==> config.mk <==
export PLATFORM = sky130hd
export DESIGN_NAME = pipeline_issue_unit
export DESIGN_NICKNAME = d
export VERILOG_FILES = /design/src/rtl/pipeline_issue_unit.sv
export SDC_FILE = /design/constraint.sdc
export NUM_CORES = 1
export LEC_CHECK = 0
export CORE_MARGIN = 2
export CORE_UTILIZATION = 30
export CTS_BUF_LIST = sky130_fd_sc_hd__clkbuf_2
export DETAILED_ROUTE_END_ITERATION = 6
export PLACE_DENSITY_LB_ADDON = 0.3
export SLEW_MARGIN = 30
export SYNTH_ARGS = -nofsm -noshare
export SYNTH_HDL_FRONTEND = slang
export SYNTH_SLANG_ARGS = --single-unit
==> constraint.sdc <==
create_clock -name clk -period 11.29 [get_ports clk]
set_input_delay 3.387 -clock clk [delete_from_list [all_inputs] [get_ports clk]]
set_output_delay 3.387 -clock clk [all_outputs]
set_load 0.01 [all_outputs]
==> src/rtl/pipeline_issue_unit.sv <==
// In-order issue stage: FIFO instruction buffer feeding a registered issue slot,
// with a two-deep destination-register history that stalls RAW-dependent heads.
module pipeline_issue_unit #(
   parameter int         DEPTH    = 4,
   parameter logic [3:0] NOP_FUNC = 4'b1111
) (
   input  logic        clk,
   input  logic        reset,
   input  logic        in_valid,
   output logic        in_ready,
   input  logic [50:0] in_instr,
   input  logic        halt,
   output logic [4:0]  rs1,
   output logic [4:0]  rs2,
   output logic [4:0]  rd,
   output logic [3:0]  func,
   output logic [31:0] addr,
   output logic        issue_valid,
   output logic        empty,
   output logic        full,
   output logic [15:0] issued_count,
   output logic [15:0] bubble_count
);

   localparam int         AW        = $clog2(DEPTH);
   localparam logic [AW:0] DEPTH_CNT = (AW+1)'(DEPTH);

   logic [50:0]   mem [DEPTH];
   logic [AW-1:0] wr_ptr;
   logic [AW-1:0] rd_ptr;
   logic [AW:0]   count;
   logic [4:0]    h1;

   logic [50:0] head;
   logic [4:0]  head_rs1;
   logic [4:0]  head_rs2;
   logic        hazard;
   logic        push;
   logic        pop;

   assign empty    = (count == '0);
   assign full     = (count == DEPTH_CNT);
   assign in_ready = !full;

   assign head     = mem[rd_ptr];
   assign head_rs1 = head[50:46];
   assign head_rs2 = head[45:41];

   // The rd output register doubles as H0, the newest history entry.
   assign hazard = ((head_rs1 != 5'd0) && ((head_rs1 == rd) || (head_rs1 == h1))) ||
                   ((head_rs2 != 5'd0) && ((head_rs2 == rd) || (head_rs2 == h1)));

   assign push = in_valid && in_ready;
   assign pop  = !empty && !halt && !hazard;

   always_ff @(posedge clk) begin
      if (push) mem[wr_ptr] <= in_instr;
   end

   always_ff @(posedge clk or posedge reset) begin
      if (reset) begin
         wr_ptr       <= '0;
         rd_ptr       <= '0;
         count        <= '0;
         h1           <= 5'd0;
         rs1          <= 5'd0;
         rs2          <= 5'd0;
         rd           <= 5'd0;
         func         <= NOP_FUNC;
         addr         <= 32'd0;
         issue_valid  <= 1'b0;
         issued_count <= 16'd0;
         bubble_count <= 16'd0;
      end else begin
         if (push) wr_ptr <= wr_ptr + AW'(1);
         if (pop)  rd_ptr <= rd_ptr + AW'(1);
         case ({push, pop})
            2'b10:   count <= count + 1'b1;
            2'b01:   count <= count - 1'b1;
            default: count <= count;
         endcase

         h1 <= rd;
         if (pop) begin
            rs1         <= head[50:46];
            rs2         <= head[45:41];
            rd          <= head[40:36];
            func        <= head[35:32];
            addr        <= head[31:0];
            issue_valid <= 1'b1;
            if (issued_count != 16'hFFFF) issued_count <= issued_count + 16'd1;
         end else begin
            rs1         <= 5'd0;
            rs2         <= 5'd0;
            rd          <= 5'd0;
            func        <= NOP_FUNC;
            addr        <= 32'd0;
            issue_valid <= 1'b0;
            if (bubble_count != 16'hFFFF) bubble_count <= bubble_count + 16'd1;
         end
      end
   end

endmodule

-- After elaboration in Yosys (flattened, before gate mapping)
Memory sizes are Yosys's and may differ from the RTL's.
Index checks and enable logic that the tools add are counted.
- flip-flop bits (word level): 96
- memory bits (writable): 204
- input bits: 55
- output and inout port bits: 87
- logic and storage cells: 56
- memories kept: 1
- add/sub/neg operators: 6
- eq/ne operators: 9
- multiplexer cells: 9
- bitwise logic cells: 1
- reduce and logical (&&, ||, !) cells: 18
- memory list (name ; depth ; bits a word ; read ports ; clocked after Yosys merged registers in ; wr ports ; line ; source):
    mem ; 4 ; 51 ; 1 ; 0 ; 1 ; 28 ; logic [50:0] mem [DEPTH];
- operators by type and width (kind ; number):
    16-bit by 1-bit adder with 16-bit output (second input constant) ; 2
    32-bit two-way mux ; 1
    16-bit != test (second input constant) ; 2
    5-bit == test ; 4
    5-bit two-way mux ; 3
    5-bit nonzero test ; 2
    3-bit one-hot mux with 2 select lines ; 1
    1-bit logical AND ; 5
    2-bit by 1-bit adder with 2-bit output (second input constant) ; 2
    1-bit zero test ; 4
    4-bit two-way mux ; 1
    2-bit AND reduction ; 2
    3-bit by 1-bit adder with 3-bit output (second input constant) ; 1
    3-bit == test (second input constant) ; 1
    3-bit zero test ; 1
    1-bit logical OR ; 3
    1-bit two-way mux ; 3
    3-bit by 1-bit subtractor with 3-bit output (second input constant) ; 1
    2-bit by 1-bit == test with 1-bit output (second input constant) ; 1
    2-bit == test (second input constant) ; 1
    2-bit nonzero test ; 1
    1-bit inverter ; 1

-- Longest topological paths before layout
An unclocked memory read counts as a cell.
- word-level depth: 9
- mapped depth: 17
- gate-level depth less buffers: 13

-- Least setup slack after synthesis
OpenSTA, ideal clock, no wires.
- path kind: input-to-reg
- from: in in_valid
- to: mem mem[0][0] (enable)
- data arrival time: 4640 ps
- path slack: 6236 ps
- cell stages on the path: 1
- path buffers: 0
- cell sequence: and3_1
- cells in the longest elaborated chain, start to end: 3
- RTL lines (what ; line ; source):
    start, declared ; 9 ; input logic in_valid,
    1-bit logical AND ; 53 ; assign push = in_valid && in_ready;
    1-bit two-way mux ; 57 ; if (push) mem[wr_ptr] <= in_instr;
    1-bit two-way mux (not written as such) ; 57 ;
    end, declared ; 28 ;
Every way passes these cells.

-- Worst setup path after layout
- from: reg count[0]
- to: out full
- cells in the longest elaborated chain, start to end: 1
- RTL lines (what ; line ; source):
    start, declared ; 31 ; logic [AW:0] count;
    start signal, assigned ; 78 ; 2'b10: count <= count + 1'b1;
    start signal, assigned ; 79 ; 2'b01: count <= count - 1'b1;
    start signal, assigned ; 80 ; default: count <= count;
    3-bit == test ; 42 ; assign full = (count == DEPTH_CNT);
    end, declared ; 20 ; output logic full,
Every way passes these cells.

==> summary.txt <==
Detailed routing
  – Routed wire length: 23.5 mm
  – Top Layer Used: met5
  – Routed wl met3: 1.52 mm
  – M1 WL: 10.3 mm
  – Final ANT Viol Nets: 0
  – Detailed router's first-iteration violation count: 180
  – DRT Pass-1 Iters: 4
  – Wire length on met2: 11.1 mm
  – DR WL/cell: 17.0 um
  – Avg Vias per Cell: 4.29
  – Remaining DRCs: 0
  – Vias: 5935

Synthesis
  – Asr flop ratio synth: 0.320
  – Top cell type's share of synthesized area: 0.536
  – Synthesized flop and latch total: 300
  – Top FF cell, synth: edfxtp_1
  – Syn_nets: 663
  – Average size of a mapped cell: 19.0 sq um
  – Dominant cells by area after synthesis: edfxtp_1 (54%), dfrtp_1 (20%), mux4_2 (9.9%), xnor2_1 (2.4%), nor2b_1 (2.0%)
  – Post-synth EDFFs: 204
  – Post-synthesis compound-gate area fraction: 0.00383
  – Cells after synthesis: 600
  – Synth warnings: 0
  – Main combinational cell family by area after synthesis: multiplexers
  – Sequential element share of the synthesized area: 0.747
  – Cell taking the most area after synthesis: edfxtp_1
  – Mux cell area share after synthesis: 0.107
  – Post-Synth Simple-Gate Area: 0.0732
  – Post-synth cell types: 41
  – Mapped Area: 11400 sq um
  – Commonest cells in the netlist: edfxtp_1 (204), dfrtp_1 (92), mux4_2 (50), nor2b_1 (37), xnor2_1 (31)
  – Synthesized-area fraction occupied by xor and xnor cells: 0.0406
  – Most numerous cell in the Yosys netlist: edfxtp_1
  – Synthesized-area fraction occupied by adder cells: 0.00942

Floorplanning
  – # IOs: 142
  – Initial Utilization: 0.304
  – Die Y: 199 um
  – Core Area: 37600 sq um
  – Row cnt: 71
  – Die Footprint: 39700 sq um
  – Die width: 199 um

Timing
  – Relative max-transition margin: 0.421
  – Fin crit share: 0.503
  – Worst-Margin Slew: 0.869 ns
  – Setup Skew: 0.0950 ns
  – Fmax: 176 MHz
  – Slew Limit Fails: 0
  – # setup viols final: 0
  – Setup TNS: 0 ns
  – RSZ-0062 raised after global routing: false
  – Min Hold Slack: 0.482 ns
  – Post-layout minimum cycle time: 5.68 ns
  – Hold Vio Cnt, Final: 0

Clock network
  – Clock Sinks: 300
  – PostCTS Resize Cnt: 0
  – Worst skew pair latency: 0.93 ns
  – Hold Buf Count CTS: 0
  – H-tree depth: 3
  – Clock buffer count from CTS: 80
  – CTS tree: done
  – Post-CTS Setup Inserts: 0
  – CTS clk-pin slew, worst paths: 0.09 ns
  – Root Driver: clkbuf_2
  – Clock buffer depth: 3

GRT
  – Largest net degree at the start of global routing: 53
  – First-pass GRT wire length: 36.7 mm
  – Initial antenna violation count: 4
  – Number of global-route vias before repair: 6511
  – GRT Util Overall: 0.125
  – Gr ovfl total: 0

Job
  – Max cap viols: 0

Placement
  – Hpwl dp: 13.5 mm
  – # port buffers: 141
  – GPL Wtd Cong: 0.770

Final layout
  – Fill cells: 3574
  – Area growth syn-to-layout: 23.8%
  – Layout cells sized above 1: 0.247
  – Nets: 870

Critical path
  – Worst-path fanout max: 7
  – Worst path slowest cell: clkdlybuf4s50_1
  – Most frequent CP cell: inv_1
  – Critical path data required time: 7.90 ns
  – Worst-path cell chain: inv_1, nand3_1, inv_1, clkdlybuf4s50_1
  – Crit Path Category: reg -> out
  – CP Capture Type: primary output
  – CP Data Arrival Time: 2.29 ns
  – Max incr delay on CP: 0.53 ns
  – CP startpoint kind: flop

Pwr
  – Pwr per Cell Area: 240 nW/um^2
  – Sequential share of power: 0.462
  – Switching power: 0.00109 W
  – Sw Share: 0.323
  – Share of total power in the clock network: 0.220
  – Maximum vdd ir drop: 0.000100 V
  – Logic pwr share: 0.318
  – LEAKAGE: 5.21 nW
  – Internal power: 0.00229 W

Status
  – Run status: complete, no violations

Hold path
  – Hold Crit Class: reg -> reg
[per-layer routing]
metal,up-vias,track usage
li1,2749,-
met1,2968,0.153
met3,50,0.0461
met5,-,0
met2,166,0.197
met4,2,0.0542
[layout by cell type (no fill, tap or decap), drive strengths merged, types with 3 or more instances in the layout]
master         count
dfrtp             92
clkbuf           117
dfstp              4
mux4              51
clkdlybuf4s50    141
and2              13
inv               17
or2                6
and3              10
nand3             14
nor4               3
nand2             10
o21ai              4
clkinv            22
mux2               4
edfxtp           204
diode              4
ha                 7
nor3              11
xnor2             31
nor2b             37
nor2              10
or4                4
xor2              22
nand4             15
buf                8
[state kept, by name, summed over array words and instances, names as in the netlist]
register / flops
addr: 32
bubble_count: 16
count: 3
func: 4
h1: 5
issue_valid: 1
issued_count: 16
mem: 204
rd: 5
rd_ptr: 2
rs1: 5
rs2: 5
wr_ptr: 2
[area by class of cell]
cell class / count / area (sq um) / share of cell area
Multi-Input combinational cell: 261 / 2690 / 0.190
Clock buffer: 117 / 586 / 0.0414
Antenna cell: 4 / 10.0 / 0.000708
Tap cell: 511 / 639 / 0.0452
Inverter: 15 / 58.8 / 0.00416
Sequential cell: 300 / 8540 / 0.604
Clock inverter: 27 / 149 / 0.0105
Timing Repair Buffer: 149 / 1470 / 0.104
[power groups by stage]
stage	clock network [W]	logic (W)	registers, W
2_1_floorplan	0	0.000700	0.00159
3_3_place_gp	0	0.00111	0.00159
3_5_place_dp	0	0.00111	0.00160
4_1_cts	0.000787	0.00111	0.00157
5_1_grt	0.000842	0.00119	0.00160
6_report	0.000745	0.00108	0.00157
[metrics by stage]
| step | instance area, sq um | worst slack [ns] | std cells | util | power, W |
|---|---|---|---|---|---|
| 3_3_place_gp | 13400 | 5.29 | 1236 | 0.356 | 0.00270 |
| 4_1_cts | 14100 | 5.45 | 1380 | 0.376 | 0.00347 |
| 3_5_place_dp | 13400 | 5.23 | 1236 | 0.356 | 0.00271 |
| 5_1_grt | 14100 | 5.34 | 1382 | 0.376 | 0.00363 |
| 6_report | 14100 | 5.61 | 1384 | 0.376 | 0.00339 |
| 2_1_floorplan | 11400 | 5.40 | 600 | - | 0.00229 |
[critical path, delay by kind of cell (launching register included)]
family / cells / cell delay, ns
buffers and inverters: 3 / 0.74
flip-flops: 1 / 0.41
AND/OR/NAND/NOR: 1 / 0.22
[kinds of logic (layout without fill, tap and decap cells)]
family,after synthesis,in the layout
AOI/OAI and AO/OA,7,7
and+or+nand+nor,136,136
adders and majority gates,8,8
DFF,300,300
xor gates and xnor gates,53,53
muxes,57,57
other,0,4
buffers and inverters,39,308
[path summary, 6_finish.rpt]
check	from	to	slack (ns)	depth (start not counted)
worst max-delay path	count[0]	full	5.61	4
worst min-delay path	rd[3]	h1[3]	0.48	0
worst max register to register	rd_ptr[1]	count[2]	7.01	12
worst min register to register	rd[3]	h1[3]	0.48	0
max in group asynchronous	reset	rd_ptr[1]	7.13	3
min in group asynchronous	reset	rs1[4]	2.92	2
Power figures use the tool's default switching activity.
